### src/rtl/branch_history_table.sv
// 2-bit saturating-counter branch history table with a post-reset init sweep.
// Optional `BHT_STATS_EN adds branch / mispredict counters.
module branch_history_table #(
   parameter int unsigned IDX_BITS   = 4,
   parameter logic [1:0]  INIT_STATE = 2'b11
) (
   input  logic        clk_i,
   input  logic        rst_i,
   input  logic        lookup_valid_i,
   input  logic [31:0] lookup_pc_i,
   output logic [1:0]  state_o,
   output logic        predict_o,
   input  logic        update_valid_i,
   input  logic [31:0] update_pc_i,
   input  logic [1:0]  update_state_i,
   input  logic        update_taken_i,
   output logic        mispredict_o,
   output logic        busy_o
`ifdef BHT_STATS_EN
   ,
   output logic [31:0] stat_branches_o,
   output logic [31:0] stat_mispredicts_o
`endif
);

   localparam int unsigned        ENTRIES  = 2 ** IDX_BITS;
   localparam logic [IDX_BITS-1:0] LAST_IDX = '1;
   localparam logic [IDX_BITS-1:0] IDX_ONE  = IDX_BITS'(1);

   typedef enum logic {ST_INIT, ST_RUN} state_e;

   state_e              state_q, state_d;
   logic [IDX_BITS-1:0] init_cnt_q, init_cnt_d;
   logic [1:0]          table_q [ENTRIES];

   logic [IDX_BITS-1:0] lookup_idx, update_idx;
   logic [1:0]          upd_cur, upd_next;
   logic                train_en;

   assign lookup_idx = lookup_pc_i[IDX_BITS+1:2];
   assign update_idx = update_pc_i[IDX_BITS+1:2];
   assign upd_cur    = table_q[update_idx];
   assign train_en   = (state_q == ST_RUN) && update_valid_i;

   always_comb begin
      if (update_taken_i) upd_next = (upd_cur == 2'b11) ? 2'b11 : upd_cur + 2'd1;
      else                upd_next = (upd_cur == 2'b00) ? 2'b00 : upd_cur - 2'd1;
   end

   // NOTE: every output of a combinational block gets a default first, so no path infers a latch.
   always_comb begin
      state_d    = state_q;
      init_cnt_d = init_cnt_q;
      if (state_q == ST_INIT) begin
         init_cnt_d = init_cnt_q + IDX_ONE;
         if (init_cnt_q == LAST_IDX) state_d = ST_RUN;
      end
   end

   // NOTE: state registers use non-blocking assignments so every flop samples pre-edge values.
   always_ff @(posedge clk_i or posedge rst_i) begin
      if (rst_i) begin
         state_q    <= ST_INIT;
         init_cnt_q <= '0;
      end else begin
         state_q    <= state_d;
         init_cnt_q <= init_cnt_d;
      end
   end

   // NOTE: the table has no reset; the INIT sweep fills it, keeping reset off every storage flop.
   always_ff @(posedge clk_i) begin
      if (state_q == ST_INIT) table_q[init_cnt_q] <= INIT_STATE;
      else if (update_valid_i) table_q[update_idx] <= upd_next;
   end

   // Write-through: a same-cycle update to the looked-up entry is visible immediately.
   always_comb begin
      if (state_q == ST_INIT)                     state_o = INIT_STATE;
      else if (train_en && lookup_idx == update_idx) state_o = upd_next;
      else                                        state_o = table_q[lookup_idx];
   end

   assign predict_o    = state_o[1];
   assign mispredict_o = update_valid_i && (update_state_i[1] != update_taken_i);
   assign busy_o       = (state_q == ST_INIT);

`ifdef BHT_STATS_EN
   logic [31:0] branches_q, mispredicts_q;

   always_ff @(posedge clk_i or posedge rst_i) begin
      if (rst_i) begin
         branches_q    <= '0;
         mispredicts_q <= '0;
      end else if (train_en) begin
         branches_q <= branches_q + 32'd1;
         if (mispredict_o) mispredicts_q <= mispredicts_q + 32'd1;
      end
   end

   assign stat_branches_o    = branches_q;
   assign stat_mispredicts_o = mispredicts_q;
`endif

   // PC bits outside the index, and the lookup qualifier, are intentionally unused.
   logic unused_bits;
   assign unused_bits = ^{lookup_valid_i, lookup_pc_i[31:IDX_BITS+2], lookup_pc_i[1:0],
                          update_pc_i[31:IDX_BITS+2], update_pc_i[1:0], update_state_i[0]};

endmodule

### config.mk
export PLATFORM = sky130hd
export DESIGN_NAME = branch_history_table
export DESIGN_NICKNAME = d
export VERILOG_FILES = /design/src/rtl/branch_history_table.sv
export SDC_FILE = /design/constraint.sdc
export NUM_CORES = 1
export LEC_CHECK = 0
export CORE_MARGIN = 8
export CORE_UTILIZATION = 40
export CTS_CLUSTER_SIZE = 40
export DETAILED_ROUTE_END_ITERATION = 10
export PLACE_DENSITY = 0.86
export SLEW_MARGIN = 20
export SYNTH_ARGS = -nofsm -noshare
export SYNTH_HDL_FRONTEND = slang
export SYNTH_SLANG_ARGS = --single-unit
### constraint.sdc
create_clock -name clk_i -period 1.9 [get_ports clk_i]
set_input_delay 0.19 -clock clk_i [delete_from_list [all_inputs] [get_ports clk_i]]
set_output_delay 0.19 -clock clk_i [all_outputs]
set_load 0.02 [all_outputs]
==> flow_summary.yaml, run 1 <==
yosys:
  yosys_warnings: 0
  syn_area_mm2: 0.001996
  yosysUniqueCellTypes: 29
  ys_seq_area_share_pct: 54.42
  syn_inst: 144
  ys_seq_elements: 37
  syn-num-nets: 216
  avgSynthCellArea_um2: 13.86
clock_tree:
  cts_sinks: 37
  cts_buffers: 5
  clockBufferDepth: 2
  cts_tree: "yes"
  insertion_delay_ns: 0.31
  clk_root_buffer_cell: "clkbuf_8"
  cts_htree_levels: 2
  clk_pin_slew_ns: 0.09
global_route:
  overflow: 0
  grt_start_max_net_pins: 14
  grt_pass1_vias: 1688
  grt_pass1_wl_um: 9646
  antenna_found_initial: 0
  grt_usage_pct: 17.29
drt:
  drtPass1Iterations: 4
  drt_iter0_drc: 262
  drc: 0
  vias: 1616
  viasPerCell: 6.168
  wl_per_cell_um: 23.77
  drt_wl_total_um: 6227
  ant_nets: 0
setup_path:
  reg2reg_to: "table_q[7][0]"
  crit_top_cell: "mux4_2"
  crit_required_ns: 1.71
  path_depth: 6
  crit-reg2reg-launch: "table_q[5][1]"
  cp_num_buf_inv: 1
  crit_type: "flip-flop to output pin"
  reg2reg_depth: 8
  crit_path_start_kind: "flip-flop"
  worstPathMaxFanout: 3
  timing.critical_path.to_type: "output pin"
  slowest_delay_ns: 0.55
  crit_start: "table_q[5][1]"
  crit_end: "predict_o"
  crit_path_cell_trace: "mux4_2 > mux4_2 > nand2_2 > and3_4 > o311ai_4 > buf_6"
  crit_family: "multiplexers"
  worstPathArrival_ns: 2.34
  critPathSlowestCell: "mux4_2"
  r2r_slack_ns: -0.60
sta:
  tightest_slew_ns: 0.5665
  setup_violations: 35
  finClkSkew_ns: 0.02014
  hold_viol_final: 0
  layout_min_cycle_time_ns: 2.532
  period_share_pct: 133.3
  setup_ws_ns: -0.6319
  tns_ns: -19.92
  rsz0062_at_grt: "true"
  fmax_mhz: 395.0
  relSlewSlack_pct: 62.05
  maxSlewViolCount: 0
run:
  drv_cap: 0
placed_design:
  portBuffers: 17
  gp_congestion: 0.8828
  place_ws_ns: -1.097
  hpwl_um: 3611
  placed_area_mm2: 0.002496
  dp_cells: 246
final_layout:
  syn_to_final_growth_pct: 40.13
  final_util_pct: 58.82
  drive_gt1_share_pct: 40.00
  stdcell_count: 262
  nets: 266
  num_antenna_cells: 0
  design_area_mm2: 0.002796
status:
  violations: "negative setup slack"
  status: "complete, but fails checks"
pwr:
  power_frac_comb_pct: 20.2
  power_frac_seq_pct: 45.0
  switching_power_mw: 0.5038
  p_int_mw: 1.510
  p_per_area_mw_per_mm2: 720.3
  p_clk_share_pct: 34.8
  p_leak_nw: 1.013
  switching_share_pct: 25.01
  ir_drop_v: 0.0002936
floorplan:
  initial_core_util_pct: 41.97
  die-area_mm2: 0.007506
  die_height_um: 86.64
  core_mm2: 0.004755
  die_w_um: 86.64
  rows: 25
  ios: 76
min_path:
  worstHoldPathType: "primary input to async pin"
==> flip-flops by register name, summed over array words and instances (netlist names) <==
| register | count |
|---|---|
| table_q | 32 |
| init_cnt_q | 4 |
| state_q | 1 |
==> how the worst min path moves through the flow <==
stage | cells past startpoint | slack [ns] | endpoint
after detailed placement | 2 | 0.42 | init_cnt_q[2]
final | 2 | 0.09 | init_cnt_q[2]
after global routing | 2 | 0.13 | init_cnt_q[2]
after CTS | 2 | 0.1 | init_cnt_q[2]
after floorplan | 1 | -0.03 | init_cnt_q[0]
after global placement | 2 | 0.40 | state_q
==> cells in the mapped netlist <==
master | count | area share (%)
a21oi_1 | 3 | 0.75
mux2i_1 | 4 | 2.0
ha_1 | 1 | 0.63
xnor2_1 | 6 | 2.6
clkbuf_1 | 5 | 0.94
buf_2 | 2 | 0.50
nor3b_1 | 3 | 1.1
a31oi_1 | 7 | 2.2
inv_1 | 5 | 0.94
mux4_2 | 17 | 19
mux2_2 | 1 | 0.56
a221oi_1 | 2 | 0.88
and2_1 | 1 | 0.31
dfrtp_1 | 5 | 6.3
o31ai_1 | 1 | 0.38
xor2_1 | 2 | 0.88
nor3_1 | 2 | 0.50
o311ai_1 | 1 | 0.44
and3_1 | 2 | 0.63
nand2_1 | 6 | 1.1
nand4_1 | 2 | 0.63
nor2_1 | 22 | 4.1
buf_4 | 3 | 1.1
edfxtp_1 | 32 | 48
nor2b_1 | 2 | 0.63
o21bai_1 | 3 | 1.1
a32oi_1 | 1 | 0.44
a22oi_1 | 1 | 0.38
nand3_1 | 2 | 0.50
==> metal layers <==
| metal | wire [um] | vias to the layer above | global-route usage, % |
|---|---|---|---|
| li1 | - | 661 | - |
| met1 | 2152 | 789 | 19.91 |
| met2 | 3025 | 132 | 27.36 |
| met3 | 703 | 34 | 5.577 |
| met4 | 346 | 0 | 10.49 |
| met5 | 0 | - | 0 |
==> cell families after synthesis <==
group | count (synthesis) | share of synthesized area, %
flip-flops | 37 | 54.42
buffers and inverters | 15 | 3.511
adder cells (fa/ha/maj) | 1 | 0.6269
AND/OR/NAND/NOR | 42 | 9.592
XOR/XNOR | 8 | 3.511
AO/OA/AOI/OAI | 19 | 6.583
multiplexers | 22 | 21.76
==> cell type report <==
type	instances	area, um2
repair buffers	52	539.3
clock inverters	3	46.29
clock buffers	5	68.82
inverters	5	18.77
flip-flops and latches	37	1086
well taps	67	83.83
multi-input cells	93	953.4
fillers	347	1958
==> power by group through the flow <==
| stage | logic [mW] | clock network [mW] | registers [mW] |
|---|---|---|---|
| after floorplan | 0.173 | 0 | 0.921 |
| after global placement | 0.303 | 0 | 0.923 |
| after detailed placement | 0.311 | 0 | 0.924 |
| after CTS | 0.378 | 0.702 | 0.905 |
| after global routing | 0.428 | 0.736 | 0.906 |
| final | 0.408 | 0.700 | 0.906 |
==> timing repair <==
action / in CTS / in global routing
resized for setup: 33 / 7
setup buffers: 4 / 2
gates cloned: 3 / 0
endpoints found under the setup margin: 36 / 35
hold endpoints to repair: 0 / 0
pin swaps: 3 / 4
hold buffers: 0 / 0
==> through the flow <==
step                      total power [mW]  hold slack [ns]
after detailed placement             1.235           0.4152
after global placement               1.226           0.4001
after CTS                            1.986          0.09792
after global routing                 2.071           0.1262
final                                2.014          0.09191
after floorplan                      1.094         -0.03148
==> cells in the final DEF, fill, tap and decap left out, drive strengths merged, types with 2 or more instances in the layout <==
cell           netlist  layout
nand4                2       2
and3                 2       2
clkbuf               5       6
nor2                22      22
a21oi                3       3
mux4                17      17
mux2i                4       4
xnor2                6       6
clkdlybuf4s50        0      10
dlygate4sd2          0       4
dfrtp                5       5
nor2b                2       2
inv                  5       5
nor3                 2       2
nand3                2       2
nor3b                3       3
edfxtp              32      32
o21bai               3       4
nand2                6       6
xor2                 2       2
a221oi               2       2
buf                  5      36
a31oi                7       7
Power figures use the tool's default switching activity.
==> inputs of run 2 (changes only) <==
==> constraint.sdc (replaced) <==
create_clock -name clk_i -period 1.9 [get_ports clk_i]
set_input_delay 0.285 -clock clk_i [delete_from_list [all_inputs] [get_ports clk_i]]
set_output_delay 0.285 -clock clk_i [all_outputs]
set_load 0.02 [all_outputs]
==> flow_summary.yaml, run 2 (same netlist as run 1, synthesis figures left out) <==
clock_tree:
  cts_htree_levels: 2
  cts_sinks: 37
  cts_buffers: 5
  clk_pin_slew_ns: 0.07
  clockBufferDepth: 2
  insertion_delay_ns: 0.29
  clk_root_buffer_cell: "clkbuf_8"
  cts_tree: "yes"
floorplan:
  core_mm2: 0.004755
  die-area_mm2: 0.007506
  die_height_um: 86.64
  die_w_um: 86.64
  ios: 76
  initial_core_util_pct: 41.97
  rows: 25
placed_design:
  portBuffers: 17
  dp_cells: 247
  gp_congestion: 0.8725
  hpwl_um: 3531
sta:
  fmax_mhz: 387.5
  holdWs_ns: 0.1885
  layout_min_cycle_time_ns: 2.580
  rsz0062_at_grt: "true"
  tightest_slew_ns: 0.5660
  hold_viol_final: 0
  setup_violations: 35
  setup_ws_ns: -0.6804
  finClkSkew_ns: 0.009688
  maxSlewViolCount: 0
  period_share_pct: 135.8
  relSlewSlack_pct: 62.09
pwr:
  p_leak_nw: 1.054
  switching_share_pct: 22.00
  p_per_area_mw_per_mm2: 742.4
  power_frac_seq_pct: 42.8
  ir_drop_v: 0.0003733
  p_clk_share_pct: 38.6
  power_frac_comb_pct: 18.5
  switching_power_mw: 0.4651
  p_int_mw: 1.649
setup_path:
  crit_required_ns: 1.62
  critPathSlowestCell: "a221oi_2"
  crit_path_cell_trace: "clkdlybuf4s15_1 > bufbuf_16 > buf_4 > mux2i_1 > a221oi_2 > o21bai_1 > and3_4 > o311ai_4 > buf_6"
  worstPathMaxFanout: 4
  slowest_delay_ns: 0.38
  crit_type: "primary input to output pin"
  cp_num_buf_inv: 4
  reg2reg_depth: 7
  timing.critical_path.to_type: "output pin"
  worstPathArrival_ns: 2.30
  crit_family: "buffers and inverters"
  path_depth: 9
  crit_path_start_kind: "primary input"
final_layout:
  reg.largest.list: "table_q: 32 flops, init_cnt_q: 4 flops, state_q: 1 flops"
  fill_cells: 339
  nets: 269
  final_cell_mix: "32 x edfxtp_1, 29 x buf_4, 21 x nor2_1"
  syn_to_final_growth_pct: 42.70
  drive_gt1_share_pct: 40.40
  layout_commonest_cell: "edfxtp_1"
  largest_reg_flops: 32
  largest_register: "table_q"
  num_antenna_cells: 0
  stdcell_count: 265
  final_util_pct: 59.89
  regArea_mm2: 0.001086
  multi_input_area_um2: 924.6
status:
  status: "complete, but fails checks"
  violations: "negative setup slack"
global_route:
  busiest_layer: "met2"
  use_met1_pct: 15.87
  met2_usage_pct: 25.21
  grt_pass1_wl_um: 8086
  grt_usage_pct: 14.55
  grt_start_max_net_pins: 17
  antenna_found_initial: 0
  grt_pass1_vias: 1553
  global_route.usage.met3_pct: 4.348
  overflow: 0
drt:
  drtPass1Iterations: 4
  wl_per_cell_um: 20.78
  vias: 1497
  drt_iter0_drc: 128
  ant_nets: 0
  drt_wl_total_um: 5507
  viasPerCell: 5.649
  drc: 0
min_path:
  worstHoldPathType: "primary input to async pin"
run:
  drv_cap: 0
run 2: path summary, 6_finish.rpt:
path | end | slack [ns] | from
max | predict_o | -0.68 | update_pc_i[2]
min | state_q | 0.19 | rst_i
max reg2reg | table_q[7][0] | -0.45 | table_q[6][1]
min reg2reg | init_cnt_q[3] | 0.60 | init_cnt_q[3]
max in group asynchronous | init_cnt_q[3] | 1.55 | rst_i
min in group clk_i | init_cnt_q[3] | 0.60 | init_cnt_q[3]
run 2: layer usage:
layer	share of wire, %	wire, um
met4	2.3	127
met5	0	0
met2	51	2819
met1	39	2162
met3	7.2	398
run 2: timing repair:
item,in CTS,in global routing
buffers inserted,7,0
hold buffers,0,0
gates resized for setup,32,6
cloned,2,1
pin swaps,1,2
setup endpoints to repair,37,36
endpoints found under the hold margin,0,0
run 2: stage by stage:
step / TNS (ns) / power, mW / instance area (um2) / setup WS, ns
finish: -16.87 / 2.114 / 2848 / -0.6804
global route: -19.01 / 2.177 / 2848 / -0.7538
CTS: -14.24 / 2.099 / 2815 / -0.5836
detailed placement: -34.43 / 1.247 / 2531 / -1.248
global placement: -33.30 / 1.240 / 2531 / -1.234
floorplan: -9.248 / 1.098 / 2049 / -0.3142
run 2: area by class of cell:
type / instances / share of cell area (%)
clock buffers: 5 / 2.417
repair buffers: 56 / 20.96
well taps: 67 / 2.944
clock inverters: 3 / 2.417
multi-input cells: 92 / 32.47
flip-flops and latches: 37 / 38.14
inverters: 5 / 0.6591
run 2: power by group through the flow:
stage | combinational, mW | sequential (mW) | clock (mW)
after floorplan | 0.176 | 0.921 | 0
after global placement | 0.318 | 0.923 | 0
after detailed placement | 0.324 | 0.923 | 0
after CTS | 0.373 | 0.905 | 0.822
after global routing | 0.414 | 0.906 | 0.858
final | 0.392 | 0.906 | 0.816
